**src/rtl/div_request_arbiter.sv**
```systemverilog
// div_request_arbiter
//   Shares one iterative divider between N_REQ requesters. Requests are
//   arbitrated round-robin. The winner's operands are latched and the divider
//   is started with a one-cycle pulse. The arbiter then waits for a rising
//   edge on DONE and returns the quotient and remainder with a one-cycle VALID.
//   A zero divisor is answered locally and never reaches the divider. A
//   watchdog answers with ERR if the divider hangs.
//
// Handshake: a requester raises REQ (level) with its operands valid. It holds
//   REQ until its VALID bit pulses. The operands are only needed in the cycle
//   in which GNT is taken. GNT stays high from the grant until VALID ends, and
//   at most one GNT bit and one VALID bit are ever set.
//
// Ports
//   CLK, RSTn            clock (rising edge), async active-low reset
//   REQ                  per-requester request level
//   NUM_IN, DEN_IN       packed operands, requester i at [i*tamanyo +: tamanyo]
//   GNT, VALID           one-hot grant / one-cycle result strobe
//   COC_OUT, RES_OUT     quotient / remainder, qualified by VALID
//   DZ, ERR              divide-by-zero / watchdog flags, qualified by VALID
//   DIV_START            one-cycle start pulse to the divider
//   DIV_NUM, DIV_DEN     operands to the divider, stable for the whole operation
//   DIV_COC, DIV_RES     divider results
//   DIV_DONE             divider completion (edge-detected)
module div_request_arbiter #(
    parameter int tamanyo = 32,
    parameter int N_REQ   = 4,
    parameter int TIMEOUT = 64
) (
    input  logic                       CLK,
    input  logic                       RSTn,
    input  logic [N_REQ-1:0]           REQ,
    input  logic [N_REQ*tamanyo-1:0]   NUM_IN,
    input  logic [N_REQ*tamanyo-1:0]   DEN_IN,
    output logic [N_REQ-1:0]           GNT,
    output logic [N_REQ-1:0]           VALID,
    output logic [tamanyo-1:0]         COC_OUT,
    output logic [tamanyo-1:0]         RES_OUT,
    output logic                       DZ,
    output logic                       ERR,
    output logic                       DIV_START,
    output logic [tamanyo-1:0]         DIV_NUM,
    output logic [tamanyo-1:0]         DIV_DEN,
    input  logic [tamanyo-1:0]         DIV_COC,
    input  logic [tamanyo-1:0]         DIV_RES,
    input  logic                       DIV_DONE
);

    localparam int RR_W = $clog2(N_REQ);
    localparam int WD_W = (TIMEOUT > 1) ? $clog2(TIMEOUT) : 1;

    typedef enum logic [1:0] {ST_IDLE, ST_LAUNCH, ST_WAIT, ST_RESP} state_t;

    state_t              r_state, w_state;
    logic [RR_W-1:0]     r_rr, w_rr;
    logic [RR_W-1:0]     r_gidx, w_gidx;
    logic                r_done_q;
    logic [WD_W-1:0]     r_wdog, w_wdog;
    logic [N_REQ-1:0]    r_gnt, w_gnt, r_valid, w_valid;
    logic [tamanyo-1:0]  r_coc, w_coc, r_res, w_res;
    logic [tamanyo-1:0]  r_num, w_num, r_den, w_den;
    logic                r_dz, w_dz, r_err, w_err, r_start, w_start;

    logic                w_found;
    logic [RR_W-1:0]     w_pick;
    logic [RR_W:0]       w_sum;
    logic [RR_W-1:0]     w_cand;
    logic [tamanyo-1:0]  w_sel_num, w_sel_den;
    logic                w_done_edge, w_wd_expired;

    // Round-robin search: first requester at or above the pointer, wrapping.
    always_comb begin
        w_found = 1'b0;
        w_pick  = '0;
        w_sum   = '0;
        w_cand  = '0;
        for (int k = 0; k < N_REQ; k++) begin
            w_sum = {1'b0, r_rr} + (RR_W+1)'(k);
            if (w_sum >= (RR_W+1)'(N_REQ)) begin
                w_sum = w_sum - (RR_W+1)'(N_REQ);
            end
            w_cand = w_sum[RR_W-1:0];
            if (!w_found && REQ[w_cand]) begin
                w_found = 1'b1;
                w_pick  = w_cand;
            end
        end
    end

    assign w_sel_num = NUM_IN[w_pick*tamanyo +: tamanyo];
    assign w_sel_den = DEN_IN[w_pick*tamanyo +: tamanyo];

    // done_q follows DONE in every state, so a level that is already high
    // when WAIT is entered never looks like an edge.
    assign w_done_edge  = DIV_DONE & ~r_done_q;
    assign w_wd_expired = (TIMEOUT != 0) && (r_wdog == WD_W'(TIMEOUT - 1));

    always_comb begin
        w_state = r_state;
        w_rr    = r_rr;
        w_gidx  = r_gidx;
        w_wdog  = r_wdog;
        w_gnt   = r_gnt;
        w_valid = '0;
        w_coc   = r_coc;
        w_res   = r_res;
        w_num   = r_num;
        w_den   = r_den;
        w_dz    = r_dz;
        w_err   = r_err;
        w_start = 1'b0;
        case (r_state)
            ST_IDLE: begin
                if (w_found) begin
                    w_gidx        = w_pick;
                    w_gnt         = '0;
                    w_gnt[w_pick] = 1'b1;
                    w_num         = w_sel_num;
                    w_den         = w_sel_den;
                    w_dz          = 1'b0;
                    w_err         = 1'b0;
                    if (w_sel_den != '0) begin
                        w_start = 1'b1;
                        w_state = ST_LAUNCH;
                    end else begin
                        // Zero divisor answered locally; VALID follows in RESP.
                        w_coc   = '1;
                        w_res   = w_sel_num;
                        w_dz    = 1'b1;
                        w_state = ST_RESP;
                    end
                end
            end
            ST_LAUNCH: begin
                w_wdog  = '0;
                w_state = ST_WAIT;
            end
            ST_WAIT: begin
                if (w_done_edge) begin
                    w_coc   = DIV_COC;
                    w_res   = DIV_RES;
                    w_valid = r_gnt;
                    w_state = ST_RESP;
                end else if (w_wd_expired) begin
                    w_coc   = '0;
                    w_res   = '0;
                    w_err   = 1'b1;
                    w_valid = r_gnt;
                    w_state = ST_RESP;
                end else if (TIMEOUT != 0) begin
                    w_wdog = r_wdog + WD_W'(1);
                end
            end
            ST_RESP: begin
                // Entered from WAIT with VALID already set; entered from IDLE
                // (zero divisor) without it, so VALID is raised here first.
                if (r_valid == '0) begin
                    w_valid = r_gnt;
                end else begin
                    w_gnt   = '0;
                    w_rr    = (r_gidx == RR_W'(N_REQ - 1)) ? '0 : r_gidx + RR_W'(1);
                    w_state = ST_IDLE;
                end
            end
            default: w_state = ST_IDLE;
        endcase
    end

    always_ff @(posedge CLK or negedge RSTn) begin
        if (!RSTn) begin
            r_state  <= ST_IDLE;
            r_rr     <= '0;
            r_gidx   <= '0;
            r_done_q <= 1'b0;
            r_wdog   <= '0;
            r_gnt    <= '0;
            r_valid  <= '0;
            r_coc    <= '0;
            r_res    <= '0;
            r_num    <= '0;
            r_den    <= '0;
            r_dz     <= 1'b0;
            r_err    <= 1'b0;
            r_start  <= 1'b0;
        end else begin
            r_state  <= w_state;
            r_rr     <= w_rr;
            r_gidx   <= w_gidx;
            r_done_q <= DIV_DONE;
            r_wdog   <= w_wdog;
            r_gnt    <= w_gnt;
            r_valid  <= w_valid;
            r_coc    <= w_coc;
            r_res    <= w_res;
            r_num    <= w_num;
            r_den    <= w_den;
            r_dz     <= w_dz;
            r_err    <= w_err;
            r_start  <= w_start;
        end
    end

    assign GNT       = r_gnt;
    assign VALID     = r_valid;
    assign COC_OUT   = r_coc;
    assign RES_OUT   = r_res;
    assign DZ        = r_dz;
    assign ERR       = r_err;
    assign DIV_START = r_start;
    assign DIV_NUM   = r_num;
    assign DIV_DEN   = r_den;

endmodule

```
**config.mk**
```make
export PLATFORM = sky130hd
export DESIGN_NAME = div_request_arbiter
export DESIGN_NICKNAME = d
export VERILOG_FILES = /design/src/rtl/div_request_arbiter.sv
export SDC_FILE = /design/constraint.sdc
export NUM_CORES = 1
export LEC_CHECK = 0
export CORE_AREA = 2 2 180 182
export DETAILED_ROUTE_END_ITERATION = 10
export DIE_AREA = 0 0 182 184
export PLACE_DENSITY_LB_ADDON = 0.25
export SLEW_MARGIN = 10
export SYNTH_ARGS = -nofsm -noshare
export SYNTH_HDL_FRONTEND = slang
export SYNTH_SLANG_ARGS = --single-unit
```
**constraint.sdc**
```tcl
create_clock -name CLK -period 3.04 [get_ports CLK]
set_input_delay 0.608 -clock CLK [delete_from_list [all_inputs] [get_ports CLK]]
set_output_delay 0.608 -clock CLK [all_outputs]
set_load 0.01 [all_outputs]
```
==> results.toml, run 1 <==
[run_status]
status = "complete, but fails checks"
violations = "negative setup slack"

[synth]
synth-adder-area-share_pct = 0.825
synth_area_leaders = "dfrtp_1 (42%), mux2i_1 (11%), mux2_4 (10%)"
synth-simple-area-share_pct = 16.3
netlist_instances = 870
synth_enable_flop_cells = 0
async_reset_ff_share_pct = 100
yosysTopAreaCell = "dfrtp_1"
synth_flop_cell = "dfrtp_1"
synth-seq-cells = 152
netlist.area_leader.share_pct = 41.8
ys_seq_area_share_pct = 41.8
synthXorXnorAreaFrac_pct = 0.385
synth-compound-area-share_pct = 6.76
synth_top_family_by_area = "multiplexers"
syn_area_per_cell_um2 = 10.5
synthMuxAreaShare_pct = 29.3
synth_nets = 1203
syn_area_mm2 = 0.00910
ys_types = 38
yosys_warnings = 0

[timing]
worst_slack_ns = -0.609
period_needed_ns = 3.65
tightest_slew_ns = 0.598
fin_crit_sh_pct = 120
finalHoldViolations = 0
rsz0062_at_grt = "true"
worst_clock_skew_ns = 0.0125
max_freq_mhz = 274
report.final.slew_viol_count = 0
relSlewSlack_pct = 59.8
setup_viol_count_final = 65

[drt]
firstDrtPassIters = 4
route.vias.total = 8643
first_iter_violations = 338
via_per_inst = 4.71
wl_per_cell_um = 18.9
ant_nets = 0
drt-total-wl_um = 34700
drcViolationCount = 0

[clock_tree]
cts.sinks = 152
clockRootBuffer = "clkbuf_16"
cts_hold_buf = 0
h-tree-depth = 4
cts_tree = "built"
cts_made_buffers = 17
clockBufferDepth = 2
clk_pin_slew_ns = 0.07
clk-insertion-delay-late_ns = 0.42

[layout]
synthToLayoutAreaGrowth_pct = 75.3
multi_input_area_mm2 = 0.00500
final_layout_size_suffix_gt1_share_pct = 22.3
layoutNonFillerInstCount = 1835
regArea_mm2 = 0.00380
nets = 1752
n_fill_cell = 2873

[job]
maxCapViolations = 0

[power]
power.density_mw_per_mm2 = 924
peakVddDrop_mv = 0.367
leakagePower_uw = 0.00684

[worst_setup_path]
required_ns = 3.34
critPathKind = "input port to flip-flop"
worst_r2r_path_depth = 13
arrival_ns = 3.95
cp-end-kind = "flip-flop"
r2r_end = "COC_OUT[18]$_DFFE_PN0P_"
cp-start-kind = "input port"
r2r_start = "r_rr[1]$_DFFE_PN0P_"
ff2ff_setup_slack_ns = -0.59
crit_path_max_fanout = 12

[grt]
grt_start_max_net_pins = 58
grt_pass1_wl_um = 51900
antenna_found_initial = 0
grt_pass1_vias = 8996
grt_util_all_layers_pct = 20.2
grt.overflow.total = 0

[die]
die_w_um = 182
fp.coreArea_mm2 = 0.0314
io_pins = 466
rows = 65
start_util_pct = 29.0
die_h_um = 184
die_area_mm2 = 0.0335

[placed_design]
place.gp.congestion = 0.908
hpwl_um = 27100
dp.cells = 1759
port_buffers = 465
pre_cts_ws_ns = -1.16

[hold_path]
min_path_type = "input port to async pin"
## flip-flops by register name (all words and copies together) (netlist names)
name,count
VALID,4
r_wdog,6
RES_OUT,32
DZ,1
COC_OUT,32
r_rr,2
GNT,4
ERR,1
r_done_q,1
r_gidx,2
DIV_START,1
DIV_NUM,32
DIV_DEN,32
r_state,2
## synth_stat cells, types with 2 or more instances
| library cell | number |
|---|---|
| xor2_1 | 4 |
| dfrtp_1 | 152 |
| o31ai_1 | 2 |
| nor4_1 | 10 |
| nand4_1 | 3 |
| mux2_2 | 69 |
| a211oi_1 | 32 |
| buf_2 | 7 |
| nor2b_1 | 6 |
| a21boi_0 | 2 |
| ha_1 | 6 |
| and3_1 | 3 |
| a31oi_1 | 33 |
| nor2_1 | 9 |
| mux2_4 | 61 |
| and2_1 | 32 |
| inv_1 | 5 |
| o21ai_0 | 10 |
| nand2_1 | 179 |
| a21oi_1 | 4 |
| buf_1 | 3 |
| buf_6 | 4 |
| clkbuf_1 | 45 |
| mux2i_1 | 97 |
| buf_12 | 7 |
| nand3_1 | 37 |
| nand2b_1 | 37 |
## metal layers
metal  GRT usage [%]  share of wire, %  vias to the layer above
li1                -                 -                     4134
met1            23.4                41                     4207
met2            36.5                51                      261
met3            5.07               5.9                       41
met4            6.77               2.6                        0
met5               0                 0                        -
## critical path, cell delays in order
cell	delay [ns]
clkdlybuf4s50_1	0.50
inv_2	0.07
o221a_4	0.37
buf_12	0.17
buf_12	0.13
mux2i_1	0.14
mux2i_1	0.14
nor4_1	0.34
nand4_1	0.27
or2_4	0.33
a21boi_4	0.20
buf_12	0.18
buf_12	0.16
mux2_4	0.30
## per-stage QoR
| stage | power [uW] | TNS (ns) | cell area, um^2 | hold slack (ns) | util [%] |
|---|---|---|---|---|---|
| after global routing | 15600 | -38.81 | 16000 | 0.175 | 50.8 |
| after CTS | 14700 | -27.54 | 15800 | 0.156 | 50.3 |
| after detailed placement | 11700 | -75.05 | 14700 | 0.479 | 46.8 |
| after floorplan | 8010 | -11.79 | 9110 | 0.312 | - |
| after global placement | 11600 | -69.05 | 14700 | 0.471 | 46.8 |
| final | 14800 | -36.50 | 16000 | 0.144 | 50.8 |
## final cells by class
class,instances,area share [%]
Timing Repair Buffer,597,37.4
Antenna cell,1,0.0157
Clock buffer,18,2.75
Inverter,5,0.118
Tap cell,402,3.15
Multi-Input combinational cell,646,31.3
Sequential cell,152,23.8
Clock inverter,14,1.40
## where the power goes
part	internal [uW]	switching, uW
registers	2910	529
logic	5180	3710
clock network	1440	983
## cell families after synthesis
kind of cell | Yosys count
AOI/OAI and AO/OA | 90
buffers and inverters | 72
muxes | 227
adders and majority gates | 6
DFF | 152
and+or+nand+nor | 319
xor gates and xnor gates | 4
## timing repair
action	in CTS	in global routing
setup endpoints to repair	67	67
resized for setup	46	22
setup buffers	31	20
cloned	2	2
pin swaps	7	8
## placed cells by master (no fill, tap or decap), types with 4 or more instances in the layout
cell and instances:
mux2i_2 5, o21ai_0 9, nand2_1 179, bufinv_16 4, clkdlybuf4s50_1 462, buf_6 21
nand3_1 37, inv_6 4, clkbuf_16 19, inv_8 4, nor2b_1 5, mux2_2 67
dfrtp_1 151, nor2_1 7, inv_1 4, xor2_1 4, buf_8 6, a211oi_1 32
ha_1 5, nand2b_1 36, mux2_4 63, mux2i_1 91, nor4_1 7, a31oi_1 33
buf_4 91, and2_1 32, buf_12 13
## worst max-delay path by stage
stage	to	depth (start not counted)	from	slack (ns)
after global routing	COC_OUT[15]$_DFFE_PN0P_	13	r_rr[1]$_DFFE_PN0P_	-0.64
after global placement	RES_OUT[3]$_DFFE_PN0P_	14	REQ[1]	-1.07
final	COC_OUT[18]$_DFFE_PN0P_	14	REQ[2]	-0.61
after CTS	RES_OUT[25]$_DFFE_PN0P_	14	r_rr[1]$_DFFE_PN0P_	-0.47
after floorplan	COC_OUT[0]$_DFFE_PN0P_	14	REQ[1]	-0.19
after detailed placement	RES_OUT[3]$_DFFE_PN0P_	13	REQ[1]	-1.16
Note: power is estimated with default switching activity, not from simulation.
==> run 2, diff against run 1 <==
--- a/config.mk
+++ b/config.mk
@@ -5,10 +5,14 @@
 export SDC_FILE = /design/constraint.sdc
 export NUM_CORES = 1
 export LEC_CHECK = 0
-export CORE_AREA = 2 2 180 182
+export CELL_PAD_IN_SITES_DETAIL_PLACEMENT = 1
+export CELL_PAD_IN_SITES_GLOBAL_PLACEMENT = 1
+export CORE_ASPECT_RATIO = 1.2
+export CORE_MARGIN = 1
+export CORE_UTILIZATION = 27
 export DETAILED_ROUTE_END_ITERATION = 10
-export DIE_AREA = 0 0 182 184
 export PLACE_DENSITY_LB_ADDON = 0.25
+export SKIP_CTS_REPAIR_TIMING = 1
 export SLEW_MARGIN = 10
 export SYNTH_ARGS = -nofsm -noshare
 export SYNTH_HDL_FRONTEND = slang
==> results.toml, run 2 (synthesis gave the netlist of run 1 again) <==
[run_status]
status = "complete, but fails checks"
violations = "negative setup slack"

[clock_tree]
h-tree-depth = 4
clockBufferDepth = 2
cts.sinks = 152
clockRootBuffer = "clkbuf_16"
cts_tree = "built"
cts_made_buffers = 17
clk-insertion-delay-late_ns = 0.43
clk_pin_slew_ns = 0.07

[die]
die_area_mm2 = 0.0344
io_pins = 466
die_h_um = 203
rows = 73
die_w_um = 170
start_util_pct = 27.5
fp.coreArea_mm2 = 0.0332

[grt]
grt.overflow.total = 0
grt_pass1_wl_um = 56100
grt_pass1_vias = 9562
grt_start_max_net_pins = 58
grt_util_all_layers_pct = 21.6
antenna_found_initial = 4

[timing]
fin_crit_sh_pct = 118
max_freq_mhz = 279
worst_clock_skew_ns = 0.00865
period_needed_ns = 3.58
tightest_slew_ns = 0.640
whs_ns = 0.141
setup_viol_count_final = 64
report.final.slew_viol_count = 0
finalHoldViolations = 0
relSlewSlack_pct = 56.9
tns_ns = -31.90
rsz0062_at_grt = "true"
worst_slack_ns = -0.538

[drt]
drt-total-wl_um = 37900
firstDrtPassIters = 6
wl_per_cell_um = 20.5
first_iter_violations = 324
ant_nets = 0
route.vias.total = 8639
via_per_inst = 4.67
drcViolationCount = 0

[worst_setup_path]
crit_path_max_fanout = 7
path_delay_family = "buffers and inverters"
r2r_start = "r_rr[1]$_DFFE_PN0P_"
slowest_stage = "clkdlybuf4s50_1"
critPathKind = "input port to flip-flop"
path_cells = "clkdlybuf4s50_1 > o221a_4 > buf_4 > mux2i_1 > mux2i_1 > nor4_2 > buf_4 > nand4_1 > or2_4 > a21boi_4 > buf_12 > clkbuf_16 > clkbuf_16 > mux2_4"
ff2ff_setup_slack_ns = -0.52
path_buf_inv = 6
worst_r2r_path_depth = 15
cp-start-kind = "input port"
cp-end-kind = "flip-flop"
cpPeakStageDelay_ns = 0.59
required_ns = 3.35
r2r_end = "RES_OUT[15]$_DFFE_PN0P_"
arrival_ns = 3.89

[layout]
final_common_cell = "clkdlybuf4s50_1"
final_layout_size_suffix_gt1_share_pct = 19.8
n_fill_cell = 3644
synthToLayoutAreaGrowth_pct = 72.2
layout_common_cells = "clkdlybuf4s50_1 (462), nand2_1 (179), dfrtp_1 (151)"
nets = 1718
layoutNonFillerInstCount = 1851

[placed_design]
dp.cells = 1797
port_buffers = 465
hpwl_um = 29200
place.gp.congestion = 0.838
pre_cts_ws_ns = -1.20

[power]
power.density_mw_per_mm2 = 921
peakVddDrop_mv = 0.383
leakagePower_uw = 0.00667

[hold_path]
min_path_type = "input port to async pin"

[job]
maxCapViolations = 0
-- run 2: changes by cell type in the layout (fill, tap and decap cells not counted), sizes merged, moves of 2 or more --
cell,change
buf,-38
bufinv,-3
clkbuf,+3
diode,+3
clkinv,+2
clkinvlp,+2
dlygate4sd2,-2
dlymetal6s2s,+2
inv,-2
-- run 2: final cells by class --
| cell class | instances | area (um^2) | area share (%) |
|---|---|---|---|
| timing repair buffer | 562 | 5710 | 36.4 |
| multi-input combinational | 647 | 4990 | 31.8 |
| sequential | 152 | 3800 | 24.3 |
| tap | 450 | 563 | 3.59 |
| clock buffer | 18 | 439 | 2.80 |
| clock inverter | 13 | 136 | 0.870 |
| inverter | 5 | 18.8 | 0.120 |
| antenna | 4 | 10.0 | 0.0639 |
-- run 2: power by group --
part	internal, uW	switching (uW)	leakage [uW]
sequential	2910	514	0.00175
clock	1170	934	0.000274
combinational	5080	3830	0.00464
total	9160	5270	0.00667
-- run 2: through the flow --
step	area, um^2	total power (uW)	utilization (%)
2_1_floorplan	9110	8010	-
3_3_place_gp	14700	11600	44.3
3_5_place_dp	14700	11800	44.3
4_1_cts	15300	14000	46.1
5_1_grt	15700	15300	47.3
6_report	15700	14400	47.3
-- run 2: worst max-delay path by stage --
stage                              startpoint                       to  slack, ns  depth (start not counted)
after global placement                 REQ[1]   COC_OUT[3]$_DFFE_PN0P_      -1.12                         14
after floorplan                        REQ[1]   COC_OUT[0]$_DFFE_PN0P_      -0.19                         14
after CTS                              REQ[1]   COC_OUT[8]$_DFFE_PN0P_      -0.74                         13
final                                  REQ[3]  RES_OUT[15]$_DFFE_PN0P_      -0.54                         14
after global routing      r_rr[1]$_DFFE_PN0P_  RES_OUT[20]$_DFFE_PN0P_      -0.66                         14
after detailed placement               REQ[1]   COC_OUT[5]$_DFFE_PN0P_      -1.20                         14
-- run 2: layer usage --
metal / routed length [um] / share of wire, % / global-route usage [%]
met5: 0 / 0 / 0
met2: 20300 / 54 / 40.3
met3: 2470 / 6.5 / 6.08
met4: 998 / 2.6 / 6.92
met1: 14100 / 37 / 23.0
